<file path="config.mk">
export PLATFORM = sky130hd
export DESIGN_NAME = spi_apb_sequencer
export DESIGN_NICKNAME = d
export VERILOG_FILES = /design/src/rtl/spi_apb_sequencer.sv
export SDC_FILE = /design/constraint.sdc
export NUM_CORES = 1
export LEC_CHECK = 0
export BUFFER_PORTS_ARGS = -buffer_cell sky130_fd_sc_hd__buf_2
export CAP_MARGIN = 20
export CORE_ASPECT_RATIO = 1.2
export CORE_MARGIN = 3
export CORE_UTILIZATION = 55
export CTS_BUF_LIST = sky130_fd_sc_hd__clkbuf_8 sky130_fd_sc_hd__clkbuf_16
export DETAILED_ROUTE_END_ITERATION = 8
export MAX_ROUTING_LAYER = met4
export PLACE_DENSITY_LB_ADDON = 0.15
export SLEW_MARGIN = 10
export SYNTH_ARGS = -nofsm -noshare
export SYNTH_HDL_FRONTEND = slang
export SYNTH_SLANG_ARGS = --single-unit
export TNS_END_PERCENT = 100
</file>
<file path="constraint.sdc">
create_clock -name pclk -period 6.2 [get_ports pclk]
set_input_delay 1.55 -clock pclk [delete_from_list [all_inputs] [get_ports pclk]]
set_output_delay 1.55 -clock pclk [all_outputs]
set_load 0.02 [all_outputs]
</file>
<file path="src/rtl/spi_apb_sequencer.sv">
// spi_apb_sequencer
//   APB master with a two-client round-robin arbiter in front of the
//   spi_top_block register file. A granted request programs CR1 and BR only
//   when they differ from the cached copies. It then writes the TX byte to DR,
//   waits for the transfer-complete interrupt and reads DR back. The received
//   byte is returned to the client with a one-cycle done pulse.
//
// Ports
//   pclk, preset        clock, synchronous active-high reset
//   req_i[1:0]          request levels, held until the matching done_o pulse
//   cr1_*_i, br_*_i     per-client CR1 / BR values
//   tx_*_i              per-client TX byte
//   done_o[1:0]         one-hot completion pulse to the served client
//   rx_data_o, err_o    result byte and error flag, valid with done_o
//   busy_o              high from grant through the done_o cycle
//   paddr_o .. pwdata_o APB master request signals (all registered)
//   prdata_i, pready_i, pslverr_i  APB slave response
//   spi_int_req_i       transfer-complete interrupt level
module spi_apb_sequencer #(
  parameter logic [2:0]  CR1_ADDR       = 3'd0,
  parameter logic [2:0]  BR_ADDR        = 3'd2,
  parameter logic [2:0]  DR_ADDR        = 3'd5,
  parameter int unsigned TIMEOUT_CYCLES = 4096
) (
  input  logic       pclk,
  input  logic       preset,
  input  logic [1:0] req_i,
  input  logic [7:0] cr1_0_i,
  input  logic [7:0] cr1_1_i,
  input  logic [7:0] br_0_i,
  input  logic [7:0] br_1_i,
  input  logic [7:0] tx_0_i,
  input  logic [7:0] tx_1_i,
  output logic [1:0] done_o,
  output logic [7:0] rx_data_o,
  output logic       err_o,
  output logic       busy_o,
  output logic [2:0] paddr_o,
  output logic       pwrite_o,
  output logic       psel_o,
  output logic       penable_o,
  output logic [7:0] pwdata_o,
  input  logic [7:0] prdata_i,
  input  logic       pready_i,
  input  logic       pslverr_i,
  input  logic       spi_int_req_i
);

  typedef enum logic [2:0] {IDLE, SETUP, ACCESS, WAIT_IRQ, DONE} state_t;
  typedef enum logic [1:0] {OP_CR1_W, OP_BR_W, OP_DR_W, OP_DR_R} op_t;

  localparam logic [15:0] TMO_LAST = 16'(TIMEOUT_CYCLES - 1);

  state_t      state;
  op_t         op;
  op_t         nxt_op;
  logic        start_op;
  logic        rr_ptr;
  logic        gnt;
  logic        gnt_sel;
  logic [1:0]  done_onehot;
  logic [7:0]  cr1_q, br_q, tx_q;
  logic [7:0]  cr1_cache, br_cache;
  logic        cr1_vld, br_vld;
  logic [7:0]  cr1_src, br_src, tx_src;
  logic        cr1_miss, br_miss;
  logic [15:0] tmo_cnt;

  function automatic logic [2:0] op_addr(input op_t o);
    case (o)
      OP_CR1_W: op_addr = CR1_ADDR;
      OP_BR_W:  op_addr = BR_ADDR;
      default:  op_addr = DR_ADDR;
    endcase
  endfunction

  function automatic logic [7:0] op_wdata(input op_t o, input logic [7:0] c,
                                          input logic [7:0] b, input logic [7:0] t);
    case (o)
      OP_CR1_W: op_wdata = c;
      OP_BR_W:  op_wdata = b;
      OP_DR_W:  op_wdata = t;
      default:  op_wdata = 8'h00;
    endcase
  endfunction

  // rr_ptr names the favoured client; the other one wins only when the
  // favoured client is not requesting.
  assign gnt_sel     = req_i[rr_ptr] ? rr_ptr : ~rr_ptr;
  assign done_onehot = gnt ? 2'b10 : 2'b01;

  // During IDLE the cache decision has to look at the live inputs of the
  // client about to be granted; afterwards the latched copies are used.
  always_comb begin
    if (state == IDLE) begin
      cr1_src = gnt_sel ? cr1_1_i : cr1_0_i;
      br_src  = gnt_sel ? br_1_i  : br_0_i;
      tx_src  = gnt_sel ? tx_1_i  : tx_0_i;
    end else begin
      cr1_src = cr1_q;
      br_src  = br_q;
      tx_src  = tx_q;
    end
  end

  assign cr1_miss = !cr1_vld || (cr1_src != cr1_cache);
  assign br_miss  = !br_vld  || (br_src  != br_cache);

  // Decides when a new APB op begins and which one it is.
  always_comb begin
    start_op = 1'b0;
    nxt_op   = OP_DR_W;
    case (state)
      IDLE: begin
        if (|req_i) begin
          start_op = 1'b1;
          if (cr1_miss)     nxt_op = OP_CR1_W;
          else if (br_miss) nxt_op = OP_BR_W;
          else              nxt_op = OP_DR_W;
        end
      end
      ACCESS: begin
        if (pready_i && !pslverr_i) begin
          if (op == OP_CR1_W) begin
            start_op = 1'b1;
            nxt_op   = br_miss ? OP_BR_W : OP_DR_W;
          end else if (op == OP_BR_W) begin
            start_op = 1'b1;
            nxt_op   = OP_DR_W;
          end
        end
      end
      WAIT_IRQ: begin
        if (spi_int_req_i) begin
          start_op = 1'b1;
          nxt_op   = OP_DR_R;
        end
      end
      default: ;
    endcase
  end

  // Request operands and cache contents; validity lives in the control block.
  always_ff @(posedge pclk) begin
    if (state == IDLE && |req_i) begin
      cr1_q <= cr1_src;
      br_q  <= br_src;
      tx_q  <= tx_src;
    end
    if (state == ACCESS && pready_i && !pslverr_i) begin
      if (op == OP_CR1_W) cr1_cache <= cr1_q;
      if (op == OP_BR_W)  br_cache  <= br_q;
    end
  end

  always_ff @(posedge pclk) begin
    if (preset) begin
      state     <= IDLE;
      op        <= OP_CR1_W;
      rr_ptr    <= 1'b0;
      gnt       <= 1'b0;
      cr1_vld   <= 1'b0;
      br_vld    <= 1'b0;
      tmo_cnt   <= 16'd0;
      done_o    <= 2'b00;
      rx_data_o <= 8'h00;
      err_o     <= 1'b0;
      busy_o    <= 1'b0;
      paddr_o   <= 3'd0;
      pwrite_o  <= 1'b0;
      psel_o    <= 1'b0;
      penable_o <= 1'b0;
      pwdata_o  <= 8'h00;
    end else begin
      done_o <= 2'b00;
      case (state)
        IDLE: ;
        SETUP: begin
          penable_o <= 1'b1;
          state     <= ACCESS;
        end
        ACCESS: begin
          if (pready_i) begin
            penable_o <= 1'b0;
            if (pslverr_i) begin
              psel_o    <= 1'b0;
              cr1_vld   <= 1'b0;
              br_vld    <= 1'b0;
              err_o     <= 1'b1;
              rx_data_o <= 8'h00;
              done_o    <= done_onehot;
              state     <= DONE;
            end else begin
              case (op)
                OP_CR1_W: cr1_vld <= 1'b1;
                OP_BR_W:  br_vld  <= 1'b1;
                OP_DR_W: begin
                  psel_o  <= 1'b0;
                  tmo_cnt <= 16'd0;
                  state   <= WAIT_IRQ;
                end
                default: begin
                  psel_o    <= 1'b0;
                  err_o     <= 1'b0;
                  rx_data_o <= prdata_i;
                  done_o    <= done_onehot;
                  state     <= DONE;
                end
              endcase
            end
          end
        end
        WAIT_IRQ: begin
          if (!spi_int_req_i) begin
            if (tmo_cnt == TMO_LAST) begin
              cr1_vld   <= 1'b0;
              br_vld    <= 1'b0;
              err_o     <= 1'b1;
              rx_data_o <= 8'h00;
              done_o    <= done_onehot;
              state     <= DONE;
            end else begin
              tmo_cnt <= tmo_cnt + 16'd1;
            end
          end
        end
        DONE: begin
          busy_o    <= 1'b0;
          err_o     <= 1'b0;
          rx_data_o <= 8'h00;
          rr_ptr    <= ~gnt;
          state     <= IDLE;
        end
        default: state <= IDLE;
      endcase

      // A new op always enters SETUP; ACCESS->SETUP keeps psel_o high.
      if (start_op) begin
        if (state == IDLE) begin
          gnt    <= gnt_sel;
          busy_o <= 1'b1;
        end
        op        <= nxt_op;
        state     <= SETUP;
        psel_o    <= 1'b1;
        penable_o <= 1'b0;
        paddr_o   <= op_addr(nxt_op);
        pwrite_o  <= (nxt_op != OP_DR_R);
        pwdata_o  <= op_wdata(nxt_op, cr1_src, br_src, tx_src);
      end
    end
  end

endmodule

</file>
# [Word-level counts from Yosys, hierarchy flattened]
# Cells that the tools add are included.
[word_totals] regBits=91 latch_bits=0 ramBits=0 romBits=0 out_inout_bits=26 word_cells=163 memories=0
[op_classes] add_sub_neg=1 n_mul=0 n_div=0 order_cmp=1 eq_ne=28 n_shift=0 n_mux=76 n_bitwise=3 reduce_logical=32
[ops] op="$mux 8" count=11
[ops] op="$mux 16" count=5
[ops] op="$pmux 8 s3" count=2
[ops] op="$mux 1" count=32
[ops] op="$pmux 16 s2" count=1
[ops] op="$reduce_and 5->1" count=5
[ops] op="$mux 2" count=11
[ops] op="$ne 3x3->1 const B" count=7
[ops] op="$add 16x1->16 const B" count=1
[ops] op="$eq 16x12->1 const B" count=1
[ops] op="$ne 8x8->1" count=2
[ops] op="$ne 2x2->1 const B" count=7
[ops] op="$mux 3" count=4
[ops] op="$pmux 3 s2" count=2
[ops] op="$pmux 3 s4" count=1
[ops] op="$reduce_and 2->1" count=4
[ops] op="$reduce_bool 2->1" count=4
[ops] op="$eq 3x2->1 const B" count=2
[ops] op="$pmux 1 s2" count=3
[ops] op="$pmux 1 s3" count=2
[ops] op="$pmux 2 s3" count=1
[ops] op="$reduce_and 6->1" count=1
[ops] op="$reduce_or 2->1" count=3
[ops] op="$eq 2x1->1 const B" count=2
[ops] op="17 further kinds" count=27

# [Longest topological paths before layout]
[depth] word_depth=13 depth_mapped=10

# [Least setup slack after synthesis]
# OpenSTA, ideal clock, no wires.
[synth_timing] path_type="input to register" from="in req_i[0]" to="reg pwdata_o[0]" setup_time_ps=74 arrival_time_ps=3479 slack_ps=2647 path_stages=10 cell_sequence="nor2b_1 > buf_2 > buf_2 > o21ai_0 > a31o_2 > a211oi_2 > nand4_4 > a211oi_4 > a31oi_4 > o211ai_2"
[synth_via] elab_chain_len=13 elab_cells_between_ends=26 classes_between="4 x eq/ne; 18 x mux; 4 x reduce/logical"
[synth_lines] item="from (decl)" line_no="27" rtl="input logic [1:0] req_i,"
[synth_lines] item="$mux 1 (not written as such) (2 in series)" line_no="89" rtl="assign gnt_sel = req_i[rr_ptr] ? rr_ptr : ~rr_ptr;"
[synth_lines] item="$mux 1" line_no="89"
[synth_lines] item="$mux 8" line_no="97" rtl="br_src = gnt_sel ? br_1_i : br_0_i;"
[synth_lines] item="$mux 8" line_no="95" rtl="if (state == IDLE) begin"
[synth_lines] item="$ne 8x8->1" line_no="107" rtl="assign br_miss = !br_vld || (br_src != br_cache);"
[synth_lines] item="$logic_or 1x1->1" line_no="107"
[synth_lines] item="$mux 2" line_no="118, 126"
[synth_lines] item="$mux 2, on equally long branches" line_no="124, 117"
[synth_lines] item="$mux 2, on equally long branches" line_no="123, 115"
[synth_lines] item="$pmux 2 s3" line_no="113" rtl="case (state)"
[synth_lines] item="$eq 2x2->1 (tied with other cells)" line_no="79" rtl="case (o)"
[synth_lines] item="$pmux 8 s3" line_no="79"
[synth_lines] item="to (signal assigned)" line_no="249" rtl="pwdata_o <= op_wdata(nxt_op, cr1_src, br_src, tx_src);"
[synth_lines] item="to (decl)" line_no="42" rtl="output logic [7:0] pwdata_o,"
# Parallel ways exist; a longest one is shown, timed or not. The select of a mux whose other input is x is not followed.
# A chain may end at the register's enable or synchronous reset.

# [Final worst setup path]
[layout_timing] from="in req_i[1]" to="reg pwdata_o[2]"
[layout_via] elab_cells_between_ends=26 classes_between="4 x eq/ne; 18 x mux; 4 x reduce/logical"
[layout_lines] item="$mux 1 (not written as such) * (2 in series)" line_no="89"
[layout_lines] item="$mux 1 *" line_no="89"
[layout_lines] item="$mux 8 *" line_no="96" rtl="cr1_src = gnt_sel ? cr1_1_i : cr1_0_i;"
[layout_lines] item="$mux 8 *" line_no="95"
[layout_lines] item="named net cr1_src[5]" line_no="65" rtl="logic [7:0] cr1_src, br_src, tx_src;"
[layout_lines] item="$ne 8x8->1 *" line_no="106" rtl="assign cr1_miss = !cr1_vld || (cr1_src != cr1_cache);"
[layout_lines] item="$logic_or 1x1->1 *" line_no="106"
[layout_lines] item="$mux 2 *" line_no="117" rtl="if (cr1_miss) nxt_op = OP_CR1_W;"
[layout_lines] item="$mux 2 *" line_no="115" rtl="if (|req_i) begin"
[layout_lines] item="$pmux 2 s3 *" line_no="113"
[layout_lines] item="$eq 2x2->1 (tied with other cells)" line_no="79"
[layout_lines] item="$pmux 8 s3 *" line_no="79"
# Mark *: on every way through the listed nets, which the timed path passes. The rest lies on a longest branch. The select of a mux whose other input is x is not followed.

==> results.py <==
metrics = {
    "status": {
        "status": "complete, no violations",
    },
    "critical_path": {
        "worst-path-max-fanout": 17,
        "path_cells": "buf_2 > nand2b_1 > nand3_1 > a31oi_1 > xor2_1 > nor4_1 > a21oi_1 > a22oi_1 > o211ai_2",
        "r2r_end": "pwdata_o[2]",
        "cp-start-kind": "input port",
        "cp_slowest_cell": "nand2b_1",
        "r2r_start": "state[2]",
        "crit_required_ps": 6460,
        "r2r_cells": 8,
        "critical_path_buf_inv_count": 1,
        "max_stage_delay_ps": 570,
        "rrSetupSlack_ps": 2780,
        "end_kind": "flop",
        "path_class": "input port to flop",
        "cp.arrival_ps": 4170,
        "cp_top_family": "compound AO/OA/AOI/OAI gates",
    },
    "clock_tree": {
        "clockRootBuffer": "clkbuf_8",
        "cts_buffers": 9,
        "clk_pin_slew_ps": 90,
        "cts_tree": "yes",
        "cts.sinks": 90,
        "ctsHoldBuffers": 0,
        "cts_resized": 0,
        "clk_latency_ps": 370,
        "htree_levels": 3,
        "clock_path_buffers": 2,
        "cts_setup_buffers": 0,
    },
    "yosys": {
        "synth_fa_ha_area_frac": 0.00266,
        "yosysWarningCount": 0,
        "ys_ff_latch": 90,
        "synthMuxAreaShare": 0.0194,
        "synth_top_area_frac": 0.256,
        "synth_cell_types": 65,
        "async_flop_share": 0,
        "yosys_most_used_dff": "dfxtp_1",
        "syn_nets": 545,
        "ys_seq_area_frac": 0.469,
        "synthSimpleGateAreaFrac": 0.262,
        "synth_edf_count": 40,
        "synth-compound-area-share": 0.171,
        "synth_top_family_by_area": "simple AND/OR/NAND/NOR gates",
        "synthTopCellsByArea": "edfxtp_1, dfxtp_1, nor2_1, xor2_1, a21oi_1",
        "avgSynthCellArea_sq_um": 9.77,
        "synthCells": 481,
        "synth_area_sq_um": 4700,
        "yosys.area_share.xor_xnor": 0.0354,
        "synth_area_leader_cell": "edfxtp_1",
    },
    "global_route": {
        "grt_max_degree": 43,
        "grt_usage": 0.251,
        "first_global_vias": 3959,
        "antenna_found_initial": 0,
        "grt_pass1_wl_um": 18800,
        "grt_overflow_total": 0,
    },
    "power": {
        "power_switching_mw": 0.445,
        "power_frac_seq": 0.494,
        "pwr-share-comb": 0.209,
        "p_sw_frac": 0.302,
        "p_leak_nw": 2.16,
        "intPower_mw": 1.03,
        "pwr-share-clk": 0.297,
        "irDropWorstVdd_mv": 0.231,
        "powerDensity_nw_per_um2": 273,
    },
    "placement": {
        "portBuffers": 88,
        "gp_congestion": 0.919,
        "dp_hpwl_um": 8400,
        "dpl-instance-area_sq_um": 5170,
        "placed_cells_incl_taps": 659,
    },
    "sta": {
        "fin_tns_setup_ps": 0,
        "slew_headroom": 0.253,
        "tightestPinTransition_ps": 1120,
        "fin_crit_ps": 3910,
        "slew_violations": 0,
        "fmax_mhz": 256,
        "skew_ps": 11.2,
        "setup_viol": 0,
        "finalCritPeriodShare": 0.631,
        "rsz0062_at_grt": "false",
        "hold_violations": 0,
    },
    "flow_run": {
        "cap_violations": 0,
    },
    "drt": {
        "wire_per_inst_um": 17.1,
        "ant_nets": 0,
        "routed_wl_um": 11600,
        "drt_iter0_markers": 232,
        "num_vias": 4050,
        "drc": 0,
        "firstDrtPassIters": 5,
        "viasPerCell": 6.00,
    },
    "floorplan": {
        "die_h_um": 107,
        "num_rows": 36,
        "ios": 89,
        "start_util": 0.573,
        "die_w_um": 90.4,
        "dieArea_sq_um": 9690,
        "core_sq_um": 8200,
    },
    "final_layout": {
        "diodes": 0,
        "stdcell_area_sq_um": 5400,
        "syn_to_final_growth_pct": 14.8,
        "final_cells": 675,
        "nets": 620,
        "final_layout_size_suffix_gt1_frac": 0.250,
    },
    "min_path": {
        "hold_start": "rx_data_o[1]",
        "min_path_cells": 2,
        "min_to": "rx_data_o[1]",
        "worstHoldPathType": "flop to flop",
    },
}
## flip-flops by register name, indices dropped and copies added (netlist names), 3 cells and up, named ones only
signal and flops:
pwdata_o 8, state 3, br_q 8, cr1_cache 8, tx_q 8, tmo_cnt 16, cr1_q 8, br_cache 8
rx_data_o 8
## synth_stat cells, drive strengths merged (13+ instances only)
cell type and n:
a21oi 28, a31oi 13, buf 16, clkbuf 13, dfxtp 50, edfxtp 40, nand2 25, nand3 25
nor2 53, nor3 18, nor4 14, o21ai 20, xor2 16
## cell type report
| cell class | count | area (sq um) |
|---|---|---|
| fillers | 709 | 2800 |
| clock inverters | 5 | 58.8 |
| multi-input cells | 350 | 2310 |
| flip-flops and latches | 90 | 2200 |
| well taps | 114 | 143 |
| clock buffers | 11 | 163 |
| inverters | 12 | 45.0 |
| repair buffers | 93 | 478 |
## cell families (layout without fill, tap and decap cells)
logic type               count (synthesis)  in the layout
adder cells (fa/ha/maj)                  1              1
buffers and inverters                   41            121
flip-flops                              90             90
AO/OA/AOI/OAI                          112            112
AND/OR/NAND/NOR                        209            209
XOR/XNOR                                19             19
multiplexers                             9              9
## power groups by stage
stage,logic [mW],registers [mW],clock network (mW)
finish,0.308,0.727,0.437
global route,0.337,0.734,0.469
CTS,0.308,0.726,0.446
detailed placement,0.306,0.740,0
global placement,0.301,0.737,0
floorplan,0.203,0.748,0
## layout by cell type (no fill, tap or decap), types with 6 or more instances in the layout
| cell type | instances |
|---|---|
| nand4b_1 | 8 |
| inv_1 | 12 |
| o21ai_0 | 14 |
| dfxtp_1 | 50 |
| nand2b_1 | 11 |
| nand4_1 | 7 |
| a22oi_1 | 9 |
| a21oi_1 | 26 |
| edfxtp_1 | 40 |
| mux2i_1 | 8 |
| and2_1 | 7 |
| a21o_1 | 10 |
| o211ai_2 | 8 |
| nor2b_1 | 7 |
| nor2_1 | 53 |
| a31oi_1 | 12 |
| nor3_1 | 11 |
| o21ai_1 | 6 |
| buf_2 | 88 |
| nand3_1 | 25 |
| xor2_1 | 16 |
| nor4_1 | 12 |
| nand2_1 | 25 |
| clkbuf_8 | 10 |
| or4_1 | 10 |
## metal layers
| layer | routed length (um) | track usage | share of wire | up-vias |
|---|---|---|---|---|
| met4 | 436 | 0.127 | 0.038 | 0 |
| met3 | 599 | 0.0413 | 0.052 | 34 |
| li1 | - | - | - | 1948 |
| met2 | 5930 | 0.430 | 0.51 | 171 |
| met1 | 4610 | 0.287 | 0.40 | 1897 |
| met5 | 0 | - | 0 | - |
## worst max-delay path by stage
| stage | from | endpoint | depth (start not counted) |
|---|---|---|---|
| finish | req_i[1] | pwdata_o[2] | 9 |
| global route | req_i[1] | op[0] | 9 |
| CTS | req_i[1] | pwdata_o[2] | 9 |
| detailed placement | req_i[1] | op[0] | 9 |
| global placement | req_i[1] | op[0] | 9 |
| floorplan | req_i[0] | pwdata_o[0] | 10 |
## metrics by stage
step                total power, mW  hold WS (ps)  utilization  worst slack [ps]
floorplan                     0.950           417            -              2650
finish                         1.47           452        0.658              2290
global placement               1.04           421        0.631              2070
global route                   1.54           464        0.658              2110
detailed placement             1.05           435        0.631              1970
CTS                            1.48           453        0.658              2360
## worst reg2reg max path, cell delays in order, from the launching register on
cell	delay [ps]
dfxtp_1	870
nor3_4	70
buf_4	290
o21ai_0	230
inv_1	460
a211o_1	470
nor2_1	600
a22oi_1	240
o211ai_2	120
No activity file was read; power rests on OpenSTA's default activity.
